===== src/rtl/accumulator_pkg.sv =====
// Shared widths and types for the streaming accumulator.
// Saturating arithmetic is selected at build time with ACCUMULATOR_SATURATE_EN.
package accumulator_pkg;

  localparam int DEFAULT_INPUT_WIDTH  = 8;
  localparam int DEFAULT_OUTPUT_WIDTH = 16;

  typedef logic [DEFAULT_INPUT_WIDTH-1:0]  input_data_t;
  typedef logic [DEFAULT_OUTPUT_WIDTH-1:0] sum_t;

endpackage


===== src/rtl/valid_ready_register.sv =====
// One-entry registered valid/ready slice: data and valid come straight from flops,
// and the slice accepts whenever it is empty or its current beat is leaving.
module valid_ready_register #(
  parameter int WIDTH = 16
) (
  input  logic             clock,
  input  logic             reset,
  input  logic             in_valid_i,
  output logic             in_ready_o,
  input  logic [WIDTH-1:0] in_data_i,
  output logic             out_valid_o,
  input  logic             out_ready_i,
  output logic [WIDTH-1:0] out_data_o
);

  logic             valid_q, valid_d;
  logic [WIDTH-1:0] data_q, data_d;

  assign in_ready_o  = !valid_q || out_ready_i;
  assign out_valid_o = valid_q;
  assign out_data_o  = data_q;

  // The data register keeps its last value once the beat has been consumed.
  always_comb begin
    valid_d = valid_q;
    data_d  = data_q;
    if (in_valid_i && in_ready_o) begin
      valid_d = 1'b1;
      data_d  = in_data_i;
    end else if (out_ready_i) begin
      valid_d = 1'b0;
    end
  end

  always_ff @(posedge clock) begin
    if (reset) begin
      valid_q <= 1'b0;
      data_q  <= '0;
    end else begin
      valid_q <= valid_d;
      data_q  <= data_d;
    end
  end

endmodule


===== src/rtl/valid_ready_accumulator.sv =====
// Streaming accumulator: each accepted sample is added to a running sum that is emitted
// one cycle later. Define ACCUMULATOR_SATURATE_EN to clamp at all-ones instead of wrapping.
module valid_ready_accumulator
  import accumulator_pkg::*;
#(
  parameter int INPUT_WIDTH  = DEFAULT_INPUT_WIDTH,
  parameter int OUTPUT_WIDTH = DEFAULT_OUTPUT_WIDTH
) (
  input  logic                    clock,
  input  logic                    reset,
  input  logic                    input_valid,
  output logic                    input_ready,
  input  logic [INPUT_WIDTH-1:0]  input_data,
  output logic                    output_valid,
  input  logic                    output_ready,
  output logic [OUTPUT_WIDTH-1:0] output_data
);

  logic                    accept;
  logic [OUTPUT_WIDTH-1:0] sum_q, sum_d, new_sum;

  assign accept = input_valid && input_ready;

`ifdef ACCUMULATOR_SATURATE_EN
  logic [OUTPUT_WIDTH:0] wide_sum;

  // The extra carry bit tells us the true sum no longer fits, so clamp to all-ones.
  always_comb begin
    wide_sum = {1'b0, sum_q} + (OUTPUT_WIDTH + 1)'(input_data);
    new_sum  = wide_sum[OUTPUT_WIDTH] ? '1 : wide_sum[OUTPUT_WIDTH-1:0];
  end
`else
  always_comb begin
    new_sum = sum_q + OUTPUT_WIDTH'(input_data);
  end
`endif

  always_comb begin
    sum_d = sum_q;
    if (accept) begin
      sum_d = new_sum;
    end
  end

  always_ff @(posedge clock) begin
    if (reset) begin
      sum_q <= '0;
    end else begin
      sum_q <= sum_d;
    end
  end

  valid_ready_register #(
    .WIDTH(OUTPUT_WIDTH)
  ) u_out_slice (
    .clock      (clock),
    .reset      (reset),
    .in_valid_i (input_valid),
    .in_ready_o (input_ready),
    .in_data_i  (new_sum),
    .out_valid_o(output_valid),
    .out_ready_i(output_ready),
    .out_data_o (output_data)
  );

endmodule


===== config.mk =====
export PLATFORM = sky130hd
export DESIGN_NAME = valid_ready_accumulator
export DESIGN_NICKNAME = d
export VERILOG_FILES = /design/src/rtl/accumulator_pkg.sv /design/src/rtl/valid_ready_register.sv /design/src/rtl/valid_ready_accumulator.sv
export SDC_FILE = /design/constraint.sdc
export NUM_CORES = 1
export LEC_CHECK = 0
export ABC_AREA = 1
export CORE_MARGIN = 2
export CORE_UTILIZATION = 35
export CTS_BUF_LIST = sky130_fd_sc_hd__clkbuf_8
export DETAILED_ROUTE_END_ITERATION = 10
export PLACE_DENSITY = 0.64
export SETUP_SLACK_MARGIN = 0.02
export SLEW_MARGIN = 10
export SYNTH_ARGS = -nofsm -noshare
export SYNTH_HDL_FRONTEND = slang
export SYNTH_SLANG_ARGS = --single-unit

===== constraint.sdc =====
create_clock -name clock -period 1.8 [get_ports clock]
set_input_delay 0.36 -clock clock [delete_from_list [all_inputs] [get_ports clock]]
set_output_delay 0.36 -clock clock [all_outputs]
set_load 0.005 [all_outputs]

==> summary.md, run 1 <==
| Metric | Value |
|---|---|
| Synth Area per Inst | 6.48 um2 |
| Type of element capturing the critical path | register |
| Floorplan die area | approximately 0.0040 mm2 |
| Chip Height | ~63 um |
| Prevailing post-synth register cell | dfxtp_1 |
| Final Wtd Congestion | 0.846 |
| Finished Layout Cells | 282 |
| First-pass GRT wire length | between 5 and 6 mm |
| Starting DRT DRC Count | 26 |
| Max-slew violation count | 0 |
| Global-route usage over all layers | 0.160 |
| Routed via count divided by cell count | 4.71 |
| Static power due to leakage | 0.875 nW |
| Power share of the combinational group | 0.373 |
| Worst path required time | 1.95 ns |
| Post-layout minimum cycle time | 1.69 ns |
| Final number of hold-violating endpoints | 0 |
| Area inside the core boundary | 0.00334 mm2 |
| Fill count | approximately 340 |
| Maximum achievable frequency | 0.592 GHz |
| Biggest fanout along the worst timing path | 5 |
| Post-synthesis async set-or-reset flop share | 0 |
| Maximum number of pins on one net before global-route repair | 14 |
| RSZ-0062 raised after global routing | true |
| Number of synthesis warnings | 0 |
| Top library cells by usage in the layout, fill and taps aside | nand2_1, nor2_1, clkdlybuf4s50_1, nand3_1, inv_1 |
| Post-CTS clock slew at the launch and capture registers of the worst setup and hold paths | roughly 0.070 ns |
| Layout Nets | 258 |
| Max-slew headroom | 0.763 |
| MaxCap Viol Count | 0 |
| Clk sinks | 17 |
| Top-level port count | 30 |
| Library cell with the largest summed area after synthesis | dfxtp_1 |
| Critical Path Start Type | primary input |
| Routed wire length | 3.14 mm |
| Layout cells sized above 1 | 0.208 |
| Pre-CTS WS | -0.265 ns |
| Total chip power | between 1 and 1.5 mW |
| Share of the yosys chip area belonging to registers | 0.280 |
| Clock root buffer | clkbuf_8 |
| Footprint of the flip-flops and latches | 340 um2 |
| Final setup slack of the worst path | 0.111 ns |
| Die width | 63.0 um |
| Clock insertion delay at the later pin of the skew report | 0.26 ns |
| EDFF count, synth | 0 |
| Total iterations of the first detailed-routing run | 5 |
| Cell area power density | 642 mW/mm2 |
| Via count | between 1,000 and 1,500 |
| Setup skew after layout | slightly below 0.006 ns |
| Power share of the sequential group | 0.367 |
| Net switching fraction of the power | 0.330 |
| Clock tree from TritonCTS | yes |
| Count of antenna-violating nets left after detailed routing | 0 |
| Cell area reported after detailed placement | 0.00167 mm2 |
| Type of the most critical hold path | register to register |
| Nets in the synthesized netlist | around 210 |
| # port buffers | 29 |
| Data arrival, critical path | 1.84 ns |
| Area of combinational cells with multiple inputs | 845 um2 |
| Worst Tran Pin Value | 0.356 ns |
| Residual DRC count | 0 |
| Total global routing overflow | 0 |
| Number of cells in the design after placement | 276 |
| CTS H-tree depth | 1 |
| Area added between synthesis and finish | 48.6% |
| Total clock buffers created by CTS | 3 |
| Number of instances in the synthesized netlist | 188 |
| Std-Cell Rows | 21 |
| Flip-flop and latch count after synthesis | 17 |
| Max Buffers Root-to-Sink | 2 |
| Distinct cell type count of the synthesized netlist | 26 |
| Antenna violations before repair | 0 |
| Number of antenna repair diodes | 0 |
| Start-to-end type of the worst setup path | primary input to register |
| Vias in the first global route | 1,161 |
| Worst vdd ir | approximately 0.51 mV |
| Power share of the clock group | 0.260 |
| Run status | completed |
| WL/cell | about 11 um |
| Post-synth top area share | 0.280 |
| Final setup fails | 0 |
| Most common cell after layout, fill and taps aside | nand2_1 |
| Initial standard-cell utilization of the core | 0.365 |
| Area contributors post-synth | dfxtp_1, nand2_1, nor2_1 |
| Final instance area | roughly 0.0018 mm2 |
| Post-detailed-placement half-perimeter wirelength | around 2.3 mm |
| Post-Syn Area | 0.00122 mm2 |
| Fraction of the cycle the final worst path needs | 0.938 |
| Cell-internal power | 0.778 mW |
| Switching pwr | approximately 0.38 mW |
## state kept, by name (all words and copies together), names as in the netlist
signal	count
u_out_slice.out_valid_o	1
u_out_slice.out_data_o	16
## synthesized netlist by cell type, types with 3 or more instances
cell,instances
nand2_2,4
nand3_2,5
o21ai_0,3
nand3_1,24
dfxtp_1,17
inv_1,20
nand2_1,46
ha_1,8
nor2_1,33
a21oi_1,9
## area by class of cell
class | instances | area share
multi-input cells | 145 | 0.467
repair buffers | 48 | 0.242
flip-flops and latches | 17 | 0.188
inverters | 22 | 0.0456
well taps | 46 | 0.0318
clock buffers | 3 | 0.0228
clock inverters | 1 | 0.00277
## routing by layer
| metal | up-vias | wire (um) | global-route usage |
|---|---|---|---|
| met5 | - | 0 | 0 |
| met4 | 0 | 20 | 0.0250 |
| met3 | 2 | 174 | 0.0342 |
| met2 | 38 | 1390 | 0.262 |
| met1 | 588 | 1550 | 0.217 |
| li1 | 701 | - | - |
## power groups by stage
stage | logic (mW) | registers [mW] | clock network, mW
CTS | 0.391 | 0.423 | 0.311
detailed placement | 0.387 | 0.432 | 0
finish | 0.433 | 0.425 | 0.302
floorplan | 0.221 | 0.428 | 0
global placement | 0.386 | 0.431 | 0
global route | 0.485 | 0.430 | 0.324
## final timing paths
| path | startpoint | slack [ns] | to | cells past startpoint |
|---|---|---|---|---|
| worst max-delay path | input_data[7] | 0.11 | u_out_slice.out_data_o[10] | 9 |
| worst min-delay path | u_out_slice.out_data_o[0] | 0.51 | u_out_slice.out_data_o[0] | 2 |
| worst max register to register | u_out_slice.out_data_o[0] | 0.21 | u_out_slice.out_data_o[8] | 9 |
| worst min register to register | u_out_slice.out_data_o[0] | 0.51 | u_out_slice.out_data_o[0] | 2 |
## critical path, stage by stage
cell and delay [ns]:
clkdlybuf4s50_1 0.41, ha_2 0.38, inv_2 0.05, o21bai_1 0.21, nand3_1 0.12, nand3_2 0.13
nand3_1 0.07, nand2_1 0.06, nor2_1 0.04
## repair_timing
action / CTS / global route
buffers inserted: 0 / 2
gates resized for setup: 1 / 17
pin swaps: 0 / 7
hold buffers: 0 / 0
endpoints found under the setup margin: 1 / 12
## logic make-up after synthesis
kind of cell	after synthesis	synth area share
adder cells (fa/ha/maj)	9	0.0987
AND/OR/NAND/NOR	113	0.409
flip-flops	17	0.280
AO/OA/AOI/OAI	20	0.104
XOR/XNOR	3	0.0216
buffers and inverters	26	0.0873
## metrics by stage
stage,utilization,setup TNS (ns),hold WS (ns)
2_1_floorplan,-,0,0.429
3_3_place_gp,0.500,-2.19,0.504
3_5_place_dp,0.500,-2.44,0.502
4_1_cts,0.515,0,0.510
5_1_grt,0.542,0,0.542
6_report,0.542,0,0.512
(Power assumes the default switching activity.)
==> run 2, diff against run 1 <==
--- a/config.mk
+++ b/config.mk
@@ -12,7 +12,6 @@
 export DETAILED_ROUTE_END_ITERATION = 10
 export PLACE_DENSITY = 0.64
 export SETUP_SLACK_MARGIN = 0.02
-export SLEW_MARGIN = 10
 export SYNTH_ARGS = -nofsm -noshare
 export SYNTH_HDL_FRONTEND = slang
 export SYNTH_SLANG_ARGS = --single-unit
==> results of run 2 <==
No change in the layout: final DEF, timing and power equal those of run 1.
==> run 3, diff against run 2 <==
--- a/config.mk
+++ b/config.mk
@@ -6,11 +6,13 @@
 export NUM_CORES = 1
 export LEC_CHECK = 0
 export ABC_AREA = 1
+export CELL_PAD_IN_SITES_DETAIL_PLACEMENT = 0
+export CELL_PAD_IN_SITES_GLOBAL_PLACEMENT = 1
 export CORE_MARGIN = 2
 export CORE_UTILIZATION = 35
 export CTS_BUF_LIST = sky130_fd_sc_hd__clkbuf_8
 export DETAILED_ROUTE_END_ITERATION = 10
-export PLACE_DENSITY = 0.64
+export PLACE_DENSITY = 0.86
 export SETUP_SLACK_MARGIN = 0.02
 export SYNTH_ARGS = -nofsm -noshare
 export SYNTH_HDL_FRONTEND = slang
==> run 3 against run 2 <==
Effect of this change:
- count of clock-buffer cells in the layout unchanged
- routed wire length decreased by 2.5%
- clock power decreased by 6.6%
- cell area increased by 0.21%
- sequential power about the same
- first-iteration DRC count increased by 96%
- clock skew decreased by 0.0045 ns
- global-route usage increased by 0.65 points
- utilization increased by 0.11 points
- sequential share of layout area about the same
- via count decreased by 0.75%
- worst hold slack got worse by 0.0029 ns
- critical path type unchanged
==> summary.md, run 3 (synthesis gave the netlist of run 1 again) <==
| Metric | Value |
|---|---|
| Data arrival, critical path | 1.83 ns |
| Worst Tran Pin Value | 0.415 ns |
| Count of antenna-violating nets left after detailed routing | 0 |
| Initial standard-cell utilization of the core | 0.365 |
| WL/cell | around 11 um |
| Met1 layer wirelength in the final routing | approximately 1.5 mm |
| Layout Nets | around 260 |
| Run status | completed |
| Max Buffers Root-to-Sink | 2 |
| Number of cells in the design after placement | 278 |
| Maximum number of pins on one net before global-route repair | 12 |
| Final Wtd Congestion | 0.809 |
| WL met2 | 1.33 mm |
| Max-slew headroom | 0.723 |
| Critical Path Start Type | primary input |
| Routed wire length | 3.06 mm |
| Number of antenna repair diodes | 0 |
| Top sig layer | met4 |
| Chip Height | 63.0 um |
| Vias in the first global route | approximately 1,200 |
| Fraction of the cycle the final worst path needs | 0.935 |
| Clk sinks | 17 |
| CTS H-tree depth | 1 |
| Die width | between 60 and 70 um |
| Biggest fanout along the worst timing path | 5 |
| Maximum achievable frequency | between 0.5 and 0.6 GHz |
| Global-route usage over all layers | 0.166 |
| Setup skew after layout | 0.00132 ns |
| Finished Layout Cells | 282 |
| Total clock buffers created by CTS | 3 |
| Residual DRC count | 0 |
| Total chip power | 1.15 mW |
| Met3 layer wire length in the routed design | 188 um |
| Total iterations of the first detailed-routing run | 4 |
| Routed via count divided by cell count | 4.68 |
| Max-slew violation count | 0 |
| First-pass GRT wire length | 5.31 mm |
| Via count | between 1,000 and 1,500 |
| Hold Buf Count CTS | 0 |
| Clock insertion delay at the later pin of the skew report | 0.25 ns |
| Final setup fails | 0 |
| MaxCap Viol Count | 0 |
| Most common cell after layout, fill and taps aside | nand2_1 |
| Post-layout minimum cycle time | around 1.7 ns |
| Clock tree from TritonCTS | yes |
| Number of instances on the worst hold path | 2 |
| Cell area power density | 632 mW/mm2 |
| Post-detailed-placement half-perimeter wirelength | 2.44 mm |
| Start-to-end type of the worst setup path | primary input to register |
| Antenna violations before repair | 0 |
| Floorplan die area | 0.00397 mm2 |
| Starting DRT DRC Count | 51 |
| Post-CTS clock slew at the launch and capture registers of the worst setup and hold paths | 0.07 ns |
| Top library cells by usage in the layout, fill and taps aside | nand2_1, nor2_1, clkdlybuf4s50_1, nand3_1, inv_1 |
| Type of the most critical hold path | register to register |
| # port buffers | 29 |
| Buffers inserted during post-CTS setup optimization | 0 |
| Area added between synthesis and finish | 48.9% |
| Area inside the core boundary | 0.00334 mm2 |
| Setup slack of the worst register-to-register path | ~0.24 ns |
| Worst vdd ir | 0.273 mV |
| Logic depth of the worst register-to-register path | 9 |
| Total global routing overflow | 0 |
| Static power due to leakage | 0.866 nW |
| Std-Cell Rows | 21 |
| Final number of hold-violating endpoints | 0 |
| Clock root buffer | clkbuf_8 |
| Flip-flop count of the largest register after layout | 16 |
| Top-level port count | 30 |
| Type of element capturing the critical path | register |
| Layout cells sized above 1 | 0.212 |
| RSZ-0062 raised after global routing | false |
| Worst path required time | around 2.0 ns |
[run 3: cell counts in the layout (fill, tap and decap cells not counted)]
Identical to the previous run, type by type.
[run 3: timing repair]
item                                    CTS  global route
gates resized for setup                   1            18
gates cloned                              0             0
endpoints found under the setup margin    3            11
pin swaps                                 0             5
[run 3: metal layers]
metal | up-vias | track usage
li1 | 697 | -
met1 | 579 | 0.220
met2 | 39 | 0.262
met3 | 4 | 0.0288
met4 | 0 | 0.0750
met5 | - | 0
[run 3: worst max-delay path, cell delays in order]
cell and delay [ns]:
clkdlybuf4s50_1 0.40, ha_2 0.38, inv_2 0.05, o21bai_1 0.21, nand3_1 0.13, nand3_2 0.12
nand3_1 0.07, nand2_1 0.06, nor2_1 0.04
[run 3: cell type report]
type / instances / area [um2]
timing repair buffer: 48 / 438
sequential: 17 / 340
clock buffer: 3 / 41.3
inverter: 22 / 82.6
multi-input combinational: 145 / 850
clock inverter: 1 / 3.75
fill: 337 / 1520
tap: 46 / 57.6
[run 3: power breakdown]
part / leakage [nW] / internal (mW) / total, mW / switching [mW]
registers: 0.139 / 0.400 / 0.422 / 0.0222
clock network: 0.0269 / 0.151 / 0.282 / 0.131
logic: 0.700 / 0.231 / 0.441 / 0.210
total: 0.866 / 0.782 / 1.15 / 0.363
[run 3: path summary, 6_finish.rpt]
path                             start                          to
max                      input_data[7]  u_out_slice.out_data_o[10]
min          u_out_slice.out_data_o[0]   u_out_slice.out_data_o[0]
max reg2reg  u_out_slice.out_data_o[0]  u_out_slice.out_data_o[12]
min reg2reg  u_out_slice.out_data_o[0]   u_out_slice.out_data_o[0]
[run 3: stage by stage]
step                       util  hold WS (ns)  setup TNS [ns]  cell area (um2)  setup WS (ns)
after detailed placement  0.505         0.502           -2.23             1680         -0.281
after CTS                 0.519         0.512               0             1730         0.0290
after floorplan               -         0.429               0             1220          0.216
after global routing      0.543         0.539               0             1810         0.0274
final                     0.543         0.509               0             1810          0.117
after global placement    0.505         0.501           -2.14             1680         -0.254
==> RTL edit: new RTL, config.mk and constraints of run 2 <==
The option `ACCUMULATOR_SATURATE_EN` is turned on by a define.
--- a/src/rtl/valid_ready_accumulator.sv
+++ b/src/rtl/valid_ready_accumulator.sv
@@ -1,5 +1,7 @@
 // Streaming accumulator: each accepted sample is added to a running sum that is emitted
 // one cycle later. Define ACCUMULATOR_SATURATE_EN to clamp at all-ones instead of wrapping.
+`define ACCUMULATOR_SATURATE_EN
+
 module valid_ready_accumulator
   import accumulator_pkg::*;
 #(
Formal check against the unedited RTL: same outputs for any inputs over 10 cycles, from zero or initial values and one cycle with reset high; that may be too few to reach the edited logic, so the function may still have changed.
==> RTL edit against run 2 <==
  * Non-clock buffer count is 6 higher
  * Largest power group unchanged
  * Design area is 8.9% higher
  * Power is 2.1% higher
  * Critical endpoint is now u_out_slice.out_data_o[9]
  * Largest cell class unchanged
  * Worst setup slack worse by 0.028 ns
  * Sequential cell count stayed put
  * Area after synthesis is 1.2% lower
  * Utilization is 5.3 points higher
  * Routed wire length is 11% higher
==> RTL edit: results (changes against run 2) <==
layout:
  nFlopsAndLatches: 17  # unchanged
  multi_input_area_um2: 917  # was 845 µm²
  regArea_um2: 344  # was 340 µm²
  stdcell_count: 285  # was 282
  drive_above_1_share_pct: 27.6  # was 20.8%
  comb.multi_input.count: 137  # was 145
  clk_share_pct: 2.35  # was 2.56%
  nonClkBufAreaFrac_pct: 25.5  # was 24.2%
  num-fill-cells: 308  # was 342
  area_growth_pct: 63.8  # was 48.6%
  final_core_util_pct: 59.5  # was 54.2%
  multi_input_area_share_pct: 46.6  # was 46.7%
  n_all_buffers: 54  # was 48
  nNetsFinal: 261  # was 258
  inv_count: 27  # was 22
power_and_ir_drop:
  p_sw_uw: 383  # about the same
  peakVddDrop_uv: 299  # was 509 µV
worst_hold_path:
  hold_class: "reg -> reg"  # unchanged
detailed_routing:
  dr.first_iter.drc_count: 35  # was 26
  vias: 1366  # was 1329
  dr.pass1.iters: 4  # was 5
  routedWlPerCell_um: 12.2  # was 11.1 µm
yosys:
  netlist_instances: 184  # was 188
  synth_xor_area_share_pct: 4.37  # was 2.16%
  synth-compound-area-share_pct: 10.9  # was 10.4%
  synth.distinct_cells: 23  # was 26
  yosysSeqAreaShare_pct: 28.3  # was 28.0%
  synthAdderAreaFrac_pct: 9.99  # was 9.87%
  synth_area_leaders: "dfxtp_1 (28%), nand2_1 (13%), ha_1 (8.3%), inv_1 (8.1%), nand3_1 (7.5%)"  # was dfxtp_1 (28%), nand2_1 (14%), nor2_1 (10%), nand3_1 (9.9%), ha_1 (8.2%)
  syn_nets: 205  # was 209
  yosys-top-cells-count: "nand2_1 (41), inv_1 (26), nor2_1 (21), nand3_1 (18), dfxtp_1 (17)"  # was nand2_1 (46), nor2_1 (33), nand3_1 (24), inv_1 (20), dfxtp_1 (17)
placement:
  dp.cells: 274  # was 276
  postPlaceCellArea_mm2: 0.00169  # was 0.00167 mm²
  dpl.hpwl_um: 2360  # was 2330 µm
  gp_congestion: 0.795  # was 0.846
  dp_slack_ns: -0.459  # was -0.265 ns
worst_setup_path:
  cp_max_fo: 7  # was 5
  crit_arrival_ns: 1.88  # was 1.84 ns
  cp-start-kind: "register"  # was input port
sta:
  skew_ns: 0.00176  # was 0.00577 ns
  worst-slew-pin-transition_ns: 0.362  # was 0.356 ns
global_route:
  grtUsageTotal_pct: 17.9  # was 16.0%
  grt_pass1_vias: 1310  # was 1161
  grt_pass1_wl_um: 5730  # was 5110 µm
  grt_max_degree: 22  # was 14
status:
  status: "finished, final reports clean"  # unchanged
[RTL edit: logic make-up after synthesis]
logic type | Yosys count
buffers and inverters | 30
AND/OR/NAND/NOR | 97
adder cells (fa/ha/maj) | 9
flip-flops | 17
AO/OA/AOI/OAI | 25
XOR/XNOR | 6
[RTL edit: worst max-delay path, stage by stage, from the launching register on]
cell     delay (ns)
dfxtp_4        0.36
ha_4           0.16
fa_2           0.35
nand2_2        0.08
nand3_2        0.07
nand3_2        0.08
nand2_2        0.07
nand2_2        0.09
inv_2          0.06
nand2_4        0.11
nand2_2        0.06
nor2_2         0.09
nor2_1         0.04
[RTL edit: per-layer routing]
metal / share of wire (%) / global-route usage [%] / vias up
met5: 0 / 0 / -
met3: 3.9 / 2.88 / 5
li1: - / - / 708
met4: 1.3 / 6.67 / 0
met2: 48 / 30.4 / 30
met1: 47 / 22.7 / 623
[RTL edit: worst paths after layout]
path / startpoint / to / slack, ns / cells past startpoint
setup / recovery: u_out_slice.out_data_o[0] / u_out_slice.out_data_o[9] / 0.08 / 12
hold / removal: u_out_slice.out_valid_o / u_out_slice.out_valid_o / 0.51 / 2
setup reg to reg: u_out_slice.out_data_o[0] / u_out_slice.out_data_o[9] / 0.08 / 12
hold reg to reg: u_out_slice.out_valid_o / u_out_slice.out_valid_o / 0.51 / 2
[RTL edit: power groups by stage]
stage | sequential [µW] | combinational, µW | clock (µW)
global placement | 429 | 378 | 0
global route | 434 | 501 | 327
finish | 429 | 455 | 301
floorplan | 429 | 194 | 0
CTS | 424 | 405 | 306
detailed placement | 430 | 381 | 0
[RTL edit: repair_timing]
item | 4_1_cts | 5_1_grt
gates resized for setup | 14 | 30
setup endpoints to repair | 17 | 16
setup buffers | 2 | 5
pin swaps | 8 | 16
gates cloned | 0 | 0
